--- src/rtl/div_issue_if.sv ---
// Signal bundle for div_issue: decode-side enqueue, divider load/completion, completion tag
// and divide-by-zero bypass writeback. slave is the div_issue side, master the environment.
interface div_issue_if;
   // enq_valid/enq_ready: an entry transfers on a rising edge where both are high; the
   // producer keeps enq_valid and the enq_* fields stable until that edge, and enq_ready
   // never depends on enq_valid in the same cycle.
   logic        flush;
   logic        enq_valid;
   logic        enq_ready;
   logic [7:0]  enq_op;
   logic [63:0] enq_src1;
   logic [63:0] enq_src2;
   logic [4:0]  enq_rd;
   logic        div_valid;
   logic [7:0]  div_op;
   logic [63:0] div_src1;
   logic [63:0] div_src2;
   logic        div_done;
   logic        cmplt_valid;
   logic [4:0]  cmplt_rd;
   logic        wb_valid;
   logic [63:0] wb_res;
   logic [4:0]  wb_rd;

   modport master (
      output flush, enq_valid, enq_op, enq_src1, enq_src2, enq_rd, div_done,
      input  enq_ready, div_valid, div_op, div_src1, div_src2,
             cmplt_valid, cmplt_rd, wb_valid, wb_res, wb_rd
   );

   modport slave (
      input  flush, enq_valid, enq_op, enq_src1, enq_src2, enq_rd, div_done,
      output enq_ready, div_valid, div_op, div_src1, div_src2,
             cmplt_valid, cmplt_rd, wb_valid, wb_res, wb_rd
   );
endinterface

--- src/rtl/div_issue.sv ---
// Divide-op issue queue: a DP-deep FIFO feeding a single iterative divider via IDLE/ISSUE/WAIT.
// Optional macro DIV_ZERO_BYPASS_EN retires divide-by-zero heads directly as a bypass writeback.
module div_issue #(
   parameter int DP = 4
) (
   input  logic       CLK,
   input  logic       RST,
   div_issue_if.slave bus,
   output logic [1:0] dbg_state
);
   localparam int AW = $clog2(DP);

   typedef enum logic [1:0] {
      IDLE  = 2'd0,
      ISSUE = 2'd1,
      WAIT  = 2'd2
   } state_t;

   state_t      state_q, state_d;
   logic [AW:0] wr_ptr_q, wr_ptr_d;
   logic [AW:0] rd_ptr_q, rd_ptr_d;
   logic [7:0]  fifo_op_q   [DP];
   logic [63:0] fifo_src1_q [DP];
   logic [63:0] fifo_src2_q [DP];
   logic [4:0]  fifo_rd_q   [DP];

   logic        div_valid_q, div_valid_d;
   logic [7:0]  div_op_q, div_op_d;
   logic [63:0] div_src1_q, div_src1_d;
   logic [63:0] div_src2_q, div_src2_d;
   logic [4:0]  inflight_rd_q, inflight_rd_d;
   logic        cmplt_valid_q, cmplt_valid_d;
   logic [4:0]  cmplt_rd_q, cmplt_rd_d;

   logic        empty, full, push, pop, head_bypass;
   logic [7:0]  head_op;
   logic [63:0] head_src1, head_src2;
   logic [4:0]  head_rd;

   // Pointers carry one extra wrap bit so full and empty are distinguishable.
   assign empty = (wr_ptr_q == rd_ptr_q);
   assign full  = (wr_ptr_q[AW] != rd_ptr_q[AW]) && (wr_ptr_q[AW-1:0] == rd_ptr_q[AW-1:0]);
   assign bus.enq_ready = ~RST & ~full;
   assign push = bus.enq_valid & bus.enq_ready & ~bus.flush;

   assign head_op   = fifo_op_q[rd_ptr_q[AW-1:0]];
   assign head_src1 = fifo_src1_q[rd_ptr_q[AW-1:0]];
   assign head_src2 = fifo_src2_q[rd_ptr_q[AW-1:0]];
   assign head_rd   = fifo_rd_q[rd_ptr_q[AW-1:0]];

`ifdef DIV_ZERO_BYPASS_EN
   logic        head_is_w;
   logic [63:0] bypass_res;
   logic        wb_valid_q, wb_valid_d;
   logic [63:0] wb_res_q, wb_res_d;
   logic [4:0]  wb_rd_q, wb_rd_d;

   assign head_is_w   = |head_op[7:4];
   assign head_bypass = head_is_w ? (head_src2[31:0] == 32'd0) : (head_src2 == 64'd0);

   // Quotient by zero is all ones; remainder by zero is the dividend.
   always_comb begin
      bypass_res = '1;
      if (head_op[2] | head_op[3]) begin
         bypass_res = head_src1;
      end else if (head_op[6] | head_op[7]) begin
         bypass_res = {{32{head_src1[31]}}, head_src1[31:0]};
      end
   end

   assign bus.wb_valid = wb_valid_q;
   assign bus.wb_res   = wb_res_q;
   assign bus.wb_rd    = wb_rd_q;
`else
   assign head_bypass  = 1'b0;
   assign bus.wb_valid = 1'b0;
   assign bus.wb_res   = 64'd0;
   assign bus.wb_rd    = 5'd0;
`endif

   always_comb begin
      state_d       = state_q;
      pop           = 1'b0;
      div_valid_d   = 1'b0;
      div_op_d      = div_op_q;
      div_src1_d    = div_src1_q;
      div_src2_d    = div_src2_q;
      inflight_rd_d = inflight_rd_q;
      cmplt_valid_d = 1'b0;
      cmplt_rd_d    = cmplt_rd_q;
`ifdef DIV_ZERO_BYPASS_EN
      wb_valid_d    = 1'b0;
      wb_res_d      = wb_res_q;
      wb_rd_d       = wb_rd_q;
`endif
      case (state_q)
         IDLE: begin
            if (!empty) begin
               pop = 1'b1;
               if (head_bypass) begin
`ifdef DIV_ZERO_BYPASS_EN
                  wb_valid_d = 1'b1;
                  wb_res_d   = bypass_res;
                  wb_rd_d    = head_rd;
`endif
               end else begin
                  div_op_d      = head_op;
                  div_src1_d    = head_src1;
                  div_src2_d    = head_src2;
                  inflight_rd_d = head_rd;
                  state_d       = ISSUE;
               end
            end
         end
         ISSUE: begin
            div_valid_d = 1'b1;
            state_d     = WAIT;
         end
         WAIT: begin
            if (bus.div_done) begin
               cmplt_valid_d = 1'b1;
               cmplt_rd_d    = inflight_rd_q;
               state_d       = IDLE;
            end
         end
         default: state_d = IDLE;
      endcase

      wr_ptr_d = wr_ptr_q + {{AW{1'b0}}, push};
      rd_ptr_d = rd_ptr_q + {{AW{1'b0}}, pop};

      // Flush drops everything; the divider operand registers keep their last load.
      if (bus.flush) begin
         state_d       = IDLE;
         wr_ptr_d      = '0;
         rd_ptr_d      = '0;
         div_valid_d   = 1'b0;
         div_op_d      = div_op_q;
         div_src1_d    = div_src1_q;
         div_src2_d    = div_src2_q;
         cmplt_valid_d = 1'b0;
         cmplt_rd_d    = cmplt_rd_q;
`ifdef DIV_ZERO_BYPASS_EN
         wb_valid_d    = 1'b0;
         wb_res_d      = wb_res_q;
         wb_rd_d       = wb_rd_q;
`endif
      end
   end

   always_ff @(posedge CLK) begin
      if (RST) begin
         state_q       <= IDLE;
         wr_ptr_q      <= '0;
         rd_ptr_q      <= '0;
         div_valid_q   <= 1'b0;
         div_op_q      <= '0;
         div_src1_q    <= '0;
         div_src2_q    <= '0;
         inflight_rd_q <= '0;
         cmplt_valid_q <= 1'b0;
         cmplt_rd_q    <= '0;
`ifdef DIV_ZERO_BYPASS_EN
         wb_valid_q    <= 1'b0;
         wb_res_q      <= '0;
         wb_rd_q       <= '0;
`endif
      end else begin
         state_q       <= state_d;
         wr_ptr_q      <= wr_ptr_d;
         rd_ptr_q      <= rd_ptr_d;
         div_valid_q   <= div_valid_d;
         div_op_q      <= div_op_d;
         div_src1_q    <= div_src1_d;
         div_src2_q    <= div_src2_d;
         inflight_rd_q <= inflight_rd_d;
         cmplt_valid_q <= cmplt_valid_d;
         cmplt_rd_q    <= cmplt_rd_d;
`ifdef DIV_ZERO_BYPASS_EN
         wb_valid_q    <= wb_valid_d;
         wb_res_q      <= wb_res_d;
         wb_rd_q       <= wb_rd_d;
`endif
      end
   end

   always_ff @(posedge CLK) begin
      if (push) begin
         fifo_op_q[wr_ptr_q[AW-1:0]]   <= bus.enq_op;
         fifo_src1_q[wr_ptr_q[AW-1:0]] <= bus.enq_src1;
         fifo_src2_q[wr_ptr_q[AW-1:0]] <= bus.enq_src2;
         fifo_rd_q[wr_ptr_q[AW-1:0]]   <= bus.enq_rd;
      end
   end

   assign bus.div_valid   = div_valid_q;
   assign bus.div_op      = div_op_q;
   assign bus.div_src1    = div_src1_q;
   assign bus.div_src2    = div_src2_q;
   assign bus.cmplt_valid = cmplt_valid_q;
   assign bus.cmplt_rd    = cmplt_rd_q;
   assign dbg_state       = state_q;
endmodule

--- src/flat_wrapper.sv ---
// flat-port wrapper written by rule: the top's interface ports become plain ports
module div_issue_flat 
#(
   parameter int DP = 4
)
  (CLK, RST, dbg_state, bus_flush, bus_enq_valid, bus_enq_op, bus_enq_src1, bus_enq_src2, bus_enq_rd, bus_div_done, bus_enq_ready, bus_div_valid, bus_div_op, bus_div_src1, bus_div_src2, bus_cmplt_valid, bus_cmplt_rd, bus_wb_valid, bus_wb_res, bus_wb_rd);
  div_issue_if bus_i ();
  input  logic CLK;
  input  logic RST;
  output logic [1:0] dbg_state;
  input wire logic [$bits(bus_i.flush)-1:0] bus_flush;
  input wire logic [$bits(bus_i.enq_valid)-1:0] bus_enq_valid;
  input wire logic [$bits(bus_i.enq_op)-1:0] bus_enq_op;
  input wire logic [$bits(bus_i.enq_src1)-1:0] bus_enq_src1;
  input wire logic [$bits(bus_i.enq_src2)-1:0] bus_enq_src2;
  input wire logic [$bits(bus_i.enq_rd)-1:0] bus_enq_rd;
  input wire logic [$bits(bus_i.div_done)-1:0] bus_div_done;
  output wire logic [$bits(bus_i.enq_ready)-1:0] bus_enq_ready;
  output wire logic [$bits(bus_i.div_valid)-1:0] bus_div_valid;
  output wire logic [$bits(bus_i.div_op)-1:0] bus_div_op;
  output wire logic [$bits(bus_i.div_src1)-1:0] bus_div_src1;
  output wire logic [$bits(bus_i.div_src2)-1:0] bus_div_src2;
  output wire logic [$bits(bus_i.cmplt_valid)-1:0] bus_cmplt_valid;
  output wire logic [$bits(bus_i.cmplt_rd)-1:0] bus_cmplt_rd;
  output wire logic [$bits(bus_i.wb_valid)-1:0] bus_wb_valid;
  output wire logic [$bits(bus_i.wb_res)-1:0] bus_wb_res;
  output wire logic [$bits(bus_i.wb_rd)-1:0] bus_wb_rd;
  assign bus_i.flush = bus_flush;
  assign bus_i.enq_valid = bus_enq_valid;
  assign bus_i.enq_op = bus_enq_op;
  assign bus_i.enq_src1 = bus_enq_src1;
  assign bus_i.enq_src2 = bus_enq_src2;
  assign bus_i.enq_rd = bus_enq_rd;
  assign bus_i.div_done = bus_div_done;
  assign bus_enq_ready = bus_i.enq_ready;
  assign bus_div_valid = bus_i.div_valid;
  assign bus_div_op = bus_i.div_op;
  assign bus_div_src1 = bus_i.div_src1;
  assign bus_div_src2 = bus_i.div_src2;
  assign bus_cmplt_valid = bus_i.cmplt_valid;
  assign bus_cmplt_rd = bus_i.cmplt_rd;
  assign bus_wb_valid = bus_i.wb_valid;
  assign bus_wb_res = bus_i.wb_res;
  assign bus_wb_rd = bus_i.wb_rd;
  div_issue #(.DP(DP)) u_core (.CLK(CLK), .RST(RST), .bus(bus_i), .dbg_state(dbg_state));
endmodule
--- config.mk ---
export PLATFORM = sky130hd
export DESIGN_NAME = div_issue_flat
export DESIGN_NICKNAME = d
export VERILOG_FILES = /design/src/rtl/div_issue_if.sv /design/src/rtl/div_issue.sv /design/src/flat_wrapper.sv
export SDC_FILE = /design/constraint.sdc
export NUM_CORES = 1
export LEC_CHECK = 0
export CAP_MARGIN = 20
export CORE_MARGIN = 3
export CORE_UTILIZATION = 62
export CTS_BUF_LIST = sky130_fd_sc_hd__clkbuf_8
export CTS_CLUSTER_DIAMETER = 50
export CTS_CLUSTER_SIZE = 14
export DETAILED_ROUTE_END_ITERATION = 12
export PLACE_DENSITY = 0.88
export SLEW_MARGIN = 20
export SYNTH_ARGS = -nofsm -noshare
export SYNTH_HDL_FRONTEND = slang
export SYNTH_SLANG_ARGS = --single-unit
--- constraint.sdc ---
create_clock -name CLK -period 25.4 [get_ports CLK]
set_input_delay 5.08 -clock CLK [delete_from_list [all_inputs] [get_ports CLK]]
set_output_delay 5.08 -clock CLK [all_outputs]
set_load 0.03 [all_outputs]
After elaboration in Yosys (flattened, before gate mapping)
Memories as Yosys holds them, arrays and structs flattened. A register that Yosys moved wholly into a read port is not among the register bits.
Cells that the tools add are included.
- mux-type cells: 9
- reductions and logical operators: 8
- order comparisons: 0
- shift operators: 0
- multiply operators: 0
- bitwise gates (word level): 8
- equal/unequal tests: 7
- div/mod/pow operators: 0
- $add $sub $neg: 2
- operators by type and width (cell ; number):
    $add 3x1->3 ; 2
    $mux 1 ; 6
    $pmux 2 s3 ; 1
    $reduce_and 3->1 ; 2
    $not 1->1 ; 5
    $mux 2 ; 2
    $ne 2x2->1 const B ; 2
    $reduce_and 2->1 ; 2
    $and 1x1->1 ; 3
    $eq 3x3->1 ; 1
    $reduce_or 3->1 ; 1
    $eq 2x1->1 const B ; 1
    $eq 2x2->1 ; 1
    $eq 2x2->1 const B ; 1
    $logic_not 2->1 ; 1
    $reduce_or 2->1 ; 1
    $logic_and 1x1->1 ; 1
    $ne 1x1->1 ; 1
- input bits: 146
- memory bits (writable): 564
- bits in registers: 15
- memories: 4
- output and inout port bits: 216
- latch bits: 0
- bits in read-only memories: 0
- memories (memory ; depth ; bits a word ; read ports ; clocked after Yosys merged registers in ; write ports ; line ; RTL):
    u_core.fifo_src1_q ; 4 ; 64 ; 1 ; 1 ; 1 ; div_issue.sv:23 ; logic [63:0] fifo_src1_q [DP];
    u_core.fifo_src2_q ; 4 ; 64 ; 1 ; 1 ; 1 ; div_issue.sv:24 ; logic [63:0] fifo_src2_q [DP];
    u_core.fifo_op_q ; 4 ; 8 ; 1 ; 1 ; 1 ; div_issue.sv:22 ; logic [7:0] fifo_op_q [DP];
    u_core.fifo_rd_q ; 4 ; 5 ; 1 ; 1 ; 1 ; div_issue.sv:25 ; logic [4:0] fifo_rd_q [DP];

Depth between registers and ports, before layout
Gate-level depths: netlist (run 1).
- depth after elaboration: 8
- gate-level depth with buffers: 8
- mapped depth without buffers: 7

Worst setup path after synthesis (run 1)
OpenSTA, ideal clock, no wires.
- path type: input port to flip-flop
- start: input port RST
- end: memory u_core.fifo_op_q[2][0] (enable)
- stages on the path: 4
- setup slack: 8.647 ns
- arrival time: 15.910 ns
- buffers on the path: 1
- cell sequence: clkbuf_1 nor2_1 o311ai_1 nor3b_1
- longest elaborated chain between the ends: 6
- ends and longest elaborated chain (element ; line ; RTL):
    start, declared ; flat_wrapper.sv:9 ; input logic RST;
    $not 1->1 ; div_issue.sv:43 ; assign bus.enq_ready = ~RST & ~full;
    $and 1x1->1 ; div_issue.sv:43 ;
    $and 1x1->1 (2 in a row) ; div_issue.sv:44 ; assign push = bus.enq_valid & bus.enq_ready & ~bus.flush;
    $mux 1 ; div_issue.sv:188 ; if (push) begin
    $mux 1 (not written as such) ; div_issue.sv:189 ; fifo_op_q[wr_ptr_q[AW-1:0]] <= bus.enq_op;
    end, declared ; div_issue.sv:22 ;
Every way passes these cells.

Worst setup path after layout (run 1)
- start: input port RST
- end: output port bus_enq_ready
- longest elaborated chain between the ends: 2
- ends and longest elaborated chain (element ; line ; RTL):
    $not 1->1 ; div_issue.sv:43 ;
    $and 1x1->1 ; div_issue.sv:43 ;
    end, declared ; flat_wrapper.sv:18 ; output wire logic [$bits(bus_i.enq_ready)-1:0] bus_enq_ready;
Every way passes these cells.

==> summary by stage, run 1 <==
Power and ir drop
IR analysis of the VDD net gives a maximum drop of between 0.05 and 0.06 mV. Power comes to 2.00 mW. The total power density per cell area is between 60 and 70 mW/mm^2. Summed over all cells, the static leakage comes to between 10 and 15 nW.

Die
The die area is 0.0473 mm^2. The total number of placement rows is 76. Pin placement for this block handled 362 I/O pins. Measured along the y axis, the die boundary spans 218 um. The core region is 0.0436 mm^2.

For this configuration, the core starts out at a cell density of 0.636. The floorplan step set the die width to 218 um.

Finish
Once layout is done, the placed cells without fillers occupy around 0.032 mm^2. The final net count is slightly below 2000. The storage element area is ~0.020 mm^2. The number of filler instances in the final layout is 2516. Excluding fillers, the count of instances in the completed layout stands at 2415. Of the cells placed in the final design, the portion with a size suffix greater than 1 is 0.137.

The area of combinational cells with multiple inputs is 0.00701 mm^2. From synthesis to final layout, the design area changed by 15.4%.

Synthesis
By area the synthesized netlist is led by sky130_fd_sc_hd__edfxtp_1, sky130_fd_sc_hd__mux4_2, sky130_fd_sc_hd__dfxtp_1. The share of synthesized area occupied by flip-flops and latches is 0.723. Among all flip-flop cells after synthesis, the most frequent one is sky130_fd_sc_hd__edfxtp_1. The flop and latch count out of synthesis is 720. The most area-hungry cell type in the Yosys netlist is sky130_fd_sc_hd__edfxtp_1. The count of warnings emitted by yosys is 0.

After synthesis, the netlist uses 29 different library cells. Counting flops with an async set or reset pin after synthesis yields a share of 0. Counting every instance in the synthesized netlist gives 1483.

The most common cell in the synthesized netlist is sky130_fd_sc_hd__edfxtp_1. The cell area after synthesis is ~0.028 mm^2. After synthesis, the most frequently instantiated cells are sky130_fd_sc_hd__edfxtp_1, sky130_fd_sc_hd__nand2b_1, sky130_fd_sc_hd__dfxtp_1. Counting flops with a built-in enable in the synthesized netlist gives 564.

In this run the mean area of a mapped cell was 18.7 um^2. The area fraction of the dominant cell type after synthesis is 0.610.

Global routing
The global-route wire length before repair is 82.2 mm. In the global route stage, overall resource usage came out at 0.227. The number of global-route vias before repair came to 14200. The number of antenna violations at the first check in global routing is 7. Global routing finished with a remaining overflow of 0.

The pin count of the biggest net entering global routing is 224.

STA
The minimum clock period after layout is approximately 11 ns. The clock skew after layout is 0.0371 ns. After layout, the worst setup slack is roughly 14 ns.

The number of endpoints failing setup at the final stage is 0. Setup repair after global routing left no endpoint under its margin. In the finished design, the share of the clock period the worst path needs comes to 0.444.

The highest achievable clock rate is 0.0887 GHz. The hold violation total from the final report came to 0. The actual transition at the worst max-transition pin is about 1.1 ns. The count of final max-slew check failures is 0. The worst pin sits at a relative slew slack of 0.261. The setup total negative slack is 0 ns.

Route
The routed design has 53.6 mm of wire. The vias per cell is roughly 5.6. The remaining antenna violation count is 0. The number of optimization iterations in the first detailed-route pass is 5. The initial DRC count is 992.

For this block, the via count after detailed routing is between 10000 and 15000. In the final routed layout, each cell accounts on average for about 22 um. In the routed design, unresolved DRC markers number 0.

Place
The cell area after placement is 0.0309 mm^2. The placed instance count is 2299. After legalization and detailed placement, the total HPWL measured 31.5 mm. The setup slack at placement is 14.13 ns.

The count of buffers added on input and output ports is 291. At the end of routability-driven placement, the weighted congestion stood at 0.726.

CTS
The TritonCTS clock tree is done. The quantity of hold-fixing buffers added after cts is 0. The H-tree depth reported by CTS is 2. Once the clock tree was built, the resizer swapped 0 gates to a different size. The TritonCTS buffer count is 60.

The clock net in this run drives a total of 720 sinks. The clock root buffer is sky130_fd_sc_hd__clkbuf_8. The latest clock arrival within the worst-skew pair is ~0.7 ns. The clock input transition at the sequential cells of the worst setup and hold paths is 0.07 ns. The maximum number of buffers from clock root to sink is 3. The number of setup buffers added after CTS is 0.

Worst setup path
The critical path data required time is 20.32 ns. Counting cells, the worst reg-to-reg path comes to 5. The top fanout value on the critical path is approximately 70. The origin of the worst setup path is RST. The kind of capture point of the worst setup path is an output port.

The worst path arrival time is ~6.2 ns. The type of origin of the critical path is an input port. The beginning of the worst register-to-register path is u_core.rd_ptr_q[0]. The classification of the worst setup path is input port to output port.

Status
The run finished with clean final reports.

Min path
The path class of the tightest hold or removal check is flop to flop. The worst hold path cell count is 2. The startpoint identified for the worst hold timing path is u_core.bus.div_src2[16].

Job
The number of maximum-capacitance violations is 0.
-- placed cells by master (no fill, tap or decap), types with 4 or more instances in the layout --
cell                              netlist  final
sky130_fd_sc_hd__dfxtp_1              156    154
sky130_fd_sc_hd__clkbuf_8               0     63
sky130_fd_sc_hd__nor2_1                12     12
sky130_fd_sc_hd__diode_2                0      6
sky130_fd_sc_hd__and2_1                 4      4
sky130_fd_sc_hd__ha_1                   4      4
sky130_fd_sc_hd__clkdlybuf4s50_1        0    290
sky130_fd_sc_hd__conb_1                 1     70
sky130_fd_sc_hd__inv_1                  3     39
sky130_fd_sc_hd__mux4_2               141    141
sky130_fd_sc_hd__mux2i_1              146    146
sky130_fd_sc_hd__buf_4                 89     20
sky130_fd_sc_hd__edfxtp_1             564    564
sky130_fd_sc_hd__nand2b_1             283    283
-- cell families after synthesis --
| logic type | Yosys count | synth area share |
|---|---|---|
| flip-flops | 720 | 0.723 |
| other | 1 | 0.000135 |
| adder cells (fa/ha/maj) | 4 | 0.00180 |
| multiplexers | 287 | 0.167 |
| XOR/XNOR | 6 | 0.00244 |
| AO/OA/AOI/OAI | 4 | 0.00153 |
| AND/OR/NAND/NOR | 308 | 0.0686 |
| buffers and inverters | 153 | 0.0355 |
-- area by class of cell --
type	instances	share of cell area
diodes	6	0.000469
well taps	585	0.0229
multi-input cells	679	0.219
clock buffers	63	0.0271
clock inverters	47	0.00742
inverters	3	0.000352
repair buffers	312	0.0963
flip-flops and latches	720	0.627
-- flip-flops by register name, summed over array words and instances (netlist names) --
name	flops
u_core.fifo_op_q	32
u_core.dbg_state	2
u_core.fifo_src2_q	256
u_core.bus.div_valid	1
u_core.fifo_rd_q	20
u_core.bus.div_src2	64
u_core.bus.cmplt_rd	5
u_core.wr_ptr_q	3
u_core.bus.div_op	8
u_core.rd_ptr_q	3
u_core.bus.cmplt_valid	1
u_core.fifo_src1_q	256
u_core.bus.div_src1	64
u_core.inflight_rd_q	5
-- power by group --
part / internal (mW) / switching, mW / leakage, nW
combinational: 0.0510 / 0.0591 / 4.15
clock: 0.243 / 0.361 / 0.690
sequential: 1.28 / 0.00536 / 6.36
total: 1.57 / 0.425 / 11.2
-- critical path: stages --
cell and delay (ns):
sky130_fd_sc_hd__buf_6 0.19, sky130_fd_sc_hd__nor2_1 0.17, sky130_fd_sc_hd__clkdlybuf4s50_1 0.69
-- path summary, 6_finish.rpt --
| path | slack, ns | to |
|---|---|---|
| worst min-delay path | 0.48 | u_core.bus.div_src2[16] |
| worst max register to register | 21.83 | u_core.fifo_rd_q[3][2] |
| worst min register to register | 0.48 | u_core.bus.div_src2[16] |
| worst max-delay path | 14.13 | bus_enq_ready |
-- routing by layer --
metal  global-route usage  vias to the layer above  share of wire
li1                     -                     6057              -
met1                0.296                     6985           0.39
met2                0.389                      471           0.51
met3               0.0521                       82          0.073
met4               0.0668                        6          0.022
met5                    0                        -        0.00095
-- stage by stage --
step	hold slack (ns)	utilization
2_1_floorplan	0.452	-
3_3_place_gp	0.459	0.708
3_5_place_dp	0.465	0.708
4_1_cts	0.480	0.733
5_1_grt	0.502	0.733
6_report	0.477	0.734
No activity file was read; power rests on OpenSTA's default activity.
==> run 2, diff against run 1 <==
CORE_UTILIZATION = 52   (was 62)
PLACE_DENSITY = 0.79   (was 0.88)
clock period = 9.9 ns   (was 25.4 ns; I/O delays follow)
==> summary by stage, run 2 (same netlist as run 1, synthesis figures left out) <==
Status
The flow ran to the end, and the final reports show no timing, DRC or antenna violations.

Route
The overall routed net length was 53.7 mm (+0.12%). The remaining design rule violation count was 0 (unchanged). The detailed-route via count is 13500 (-0.89%). The initial DRC count is 832 (-16%). The routed wirelength normalized by instance count is 21.2 um (-4.5%). The vias per cell came to 5.32 (-5.5%). The number of optimization iterations in the first detailed-route pass came to 4 (-1). The remaining antenna violation count came to 0 (unchanged).

Finish
The final net count is 1936 (+0.52%). The top cell types in the final layout, fill and taps aside, are sky130_fd_sc_hd__edfxtp_1, sky130_fd_sc_hd__clkdlybuf4s50_1, sky130_fd_sc_hd__nand2b_1. The number of filler instances in the final layout was 3700 (+47%). The area growth from synthesis to final layout is 16.7%.

Leaving out fill and tap cells, the most frequent cell in the layout is sky130_fd_sc_hd__edfxtp_1. The summed area of non-filler cells in the final layout is 0.0324 mm^2 (+1.1%). The fraction of final layout cells sized beyond drive strength 1 was 0.147 (+0.0108).

Global routing
The remaining global-route overflow is 0 (unchanged). The total global routing track utilization is 0.191 (-0.0366). The pin count of the biggest net entering global routing is 131 (-42%).

The number of antenna violations at the first check in global routing came to 9 (+2). The number of global-route vias before repair came to 14100 (-0.77%). The global-route wire length before repair was 82.4 mm (+0.15%).

STA
The setup total negative slack came to 0 ns (unchanged). The max-slew headroom at the worst pin was 0.299 (+0.0373). Dividing the final minimum period by the clock period gives 0.600. Setup repair after global routing left no endpoint under its margin. The slack of the critical path is 3.96 ns (-10.17 ns). The count of final max-slew check failures is 0 (unchanged).

After layout, the minimum clock period comes to just under 6 ns. The clock skew after layout was 0.0289 ns (-0.00828 ns). For this run, the top clock speed supported by timing is 0.168 GHz. The number of endpoints failing setup at the final stage came to 0 (unchanged). The actual transition at the worst max-transition pin is 1.04 ns (-0.0709 ns). The hold violation total from the final report came to 0 (unchanged).

CTS
The number of setup buffers added after CTS was 0 (unchanged). The TritonCTS clock tree is done. The H-tree depth reported by CTS was 3 (+1). The count of clock tree sinks came to 720 (unchanged).

The root buffer cell chosen for the clock tree is sky130_fd_sc_hd__clkbuf_8. The latest clock arrival within the worst-skew pair is 0.65 ns (-0.03 ns). The number of gates resized after CTS is 0 (unchanged). The TritonCTS buffer count is 68 (+13%). The maximum number of buffers from clock root to sink is 3 (unchanged). The quantity of hold-fixing buffers added after cts is 0 (unchanged). The clock input transition at the sequential cells of the worst setup and hold paths came to 0.07 ns (about the same).

Worst setup path
The critical path data required time came to 7.92 ns (-12.40 ns). The worst path arrival time came to 3.96 ns (-2.23 ns). The number of cells on the worst reg-to-reg path is 4 (-1). The top fanout value on the critical path is 130 (+88%). The classification of the worst setup path is input port to output port. STA classifies the critical path startpoint as an input port. STA classifies the critical path endpoint as an output port.

Power and ir drop
The worst ir drop on vdd is 0.139 mV (+140%). The total power density per cell area is 163 mW/mm^2 (+160%). The static leakage is 11.3 nW (+0.74%). The total power draw is 5.28 mW (+160%).

Die
The number of top-level design ports was 362 (unchanged). The height of the die came to 237 um (+8.9%). The starting utilization of the core area was 0.527 (-0.109).

The total number of placement rows is 84 (+11%). The area of the core was 0.0527 mm^2 (+21%). The die area is 0.0562 mm^2 (+19%). The width of the die came to 237 um (+8.9%).

Place
The number of input and output port buffers inserted came to 291 (unchanged). The half-perimeter wire length after placement is 32.4 mm (+2.7%). The setup slack at placement came to 3.96 ns (-10.17 ns). The global placer's final weighted congestion is 0.710 (-2.2%). The cell area after placement came to 0.0310 mm^2 (+0.41%).

Job
The number of maximum-capacitance violations is 0 (unchanged).

Min path
The worst hold path cell count was 2 (unchanged). The tightest min-delay check is of the flop to flop type.
==> run 2: changes by cell type in the layout (fill, tap and decap cells not counted), sizes merged <==
cell	change
buf	+2
clkbuf	+7
clkinv	+2
clkinvlp	+3
diode	-2
inv	+2
==> run 2: worst paths after layout <==
kind,from,to,slack [ns]
setup / recovery,RST,bus_enq_ready,3.96
hold / removal,u_core.bus.div_src1[52],u_core.bus.div_src1[52],0.48
setup reg to reg,u_core.rd_ptr_q[1],u_core.fifo_src1_q[1][23],6.43
hold reg to reg,u_core.bus.div_src1[52],u_core.bus.div_src1[52],0.48
==> run 2: where the power goes <==
group          switching [mW]  leakage (nW)  total (mW)  internal (mW)
registers              0.0127          6.36        3.30           3.28
logic                   0.155          4.16       0.286          0.131
clock network           0.992         0.761        1.70          0.711
==> run 2: area by class of cell <==
class / count / area [um^2] / area share
Clock inverter: 54 / 317 / 0.00978
Antenna cell: 4 / 10.0 / 0.000309
Inverter: 3 / 11.3 / 0.000348
Timing Repair Buffer: 314 / 3130 / 0.0966
Clock buffer: 70 / 963 / 0.0298
Sequential cell: 720 / 20100 / 0.620
Multi-Input combinational cell: 679 / 7030 / 0.217
Tap cell: 688 / 861 / 0.0266
==> run 2: metrics by stage <==
step | hold WS (ns) | std cells | util
floorplan | 0.452 | 1552 | -
global placement | 0.459 | 2401 | 0.589
detailed placement | 0.465 | 2401 | 0.589
CTS | 0.480 | 2525 | 0.613
global route | 0.502 | 2530 | 0.615
finish | 0.477 | 2532 | 0.615
==> run 2: critical path, stage by stage <==
cell	delay (ns)
sky130_fd_sc_hd__buf_6	0.55
sky130_fd_sc_hd__buf_4	0.59
sky130_fd_sc_hd__nor2_1	0.11
sky130_fd_sc_hd__clkdlybuf4s50_1	0.61
==> run 2: per-layer routing <==
layer,global-route usage,vias to the layer above,share of wire
met2,0.312,446,0.49
met5,0,-,0.00095
li1,-,6073,-
met4,0.0592,8,0.019
met1,0.257,6877,0.42
met3,0.0434,76,0.069
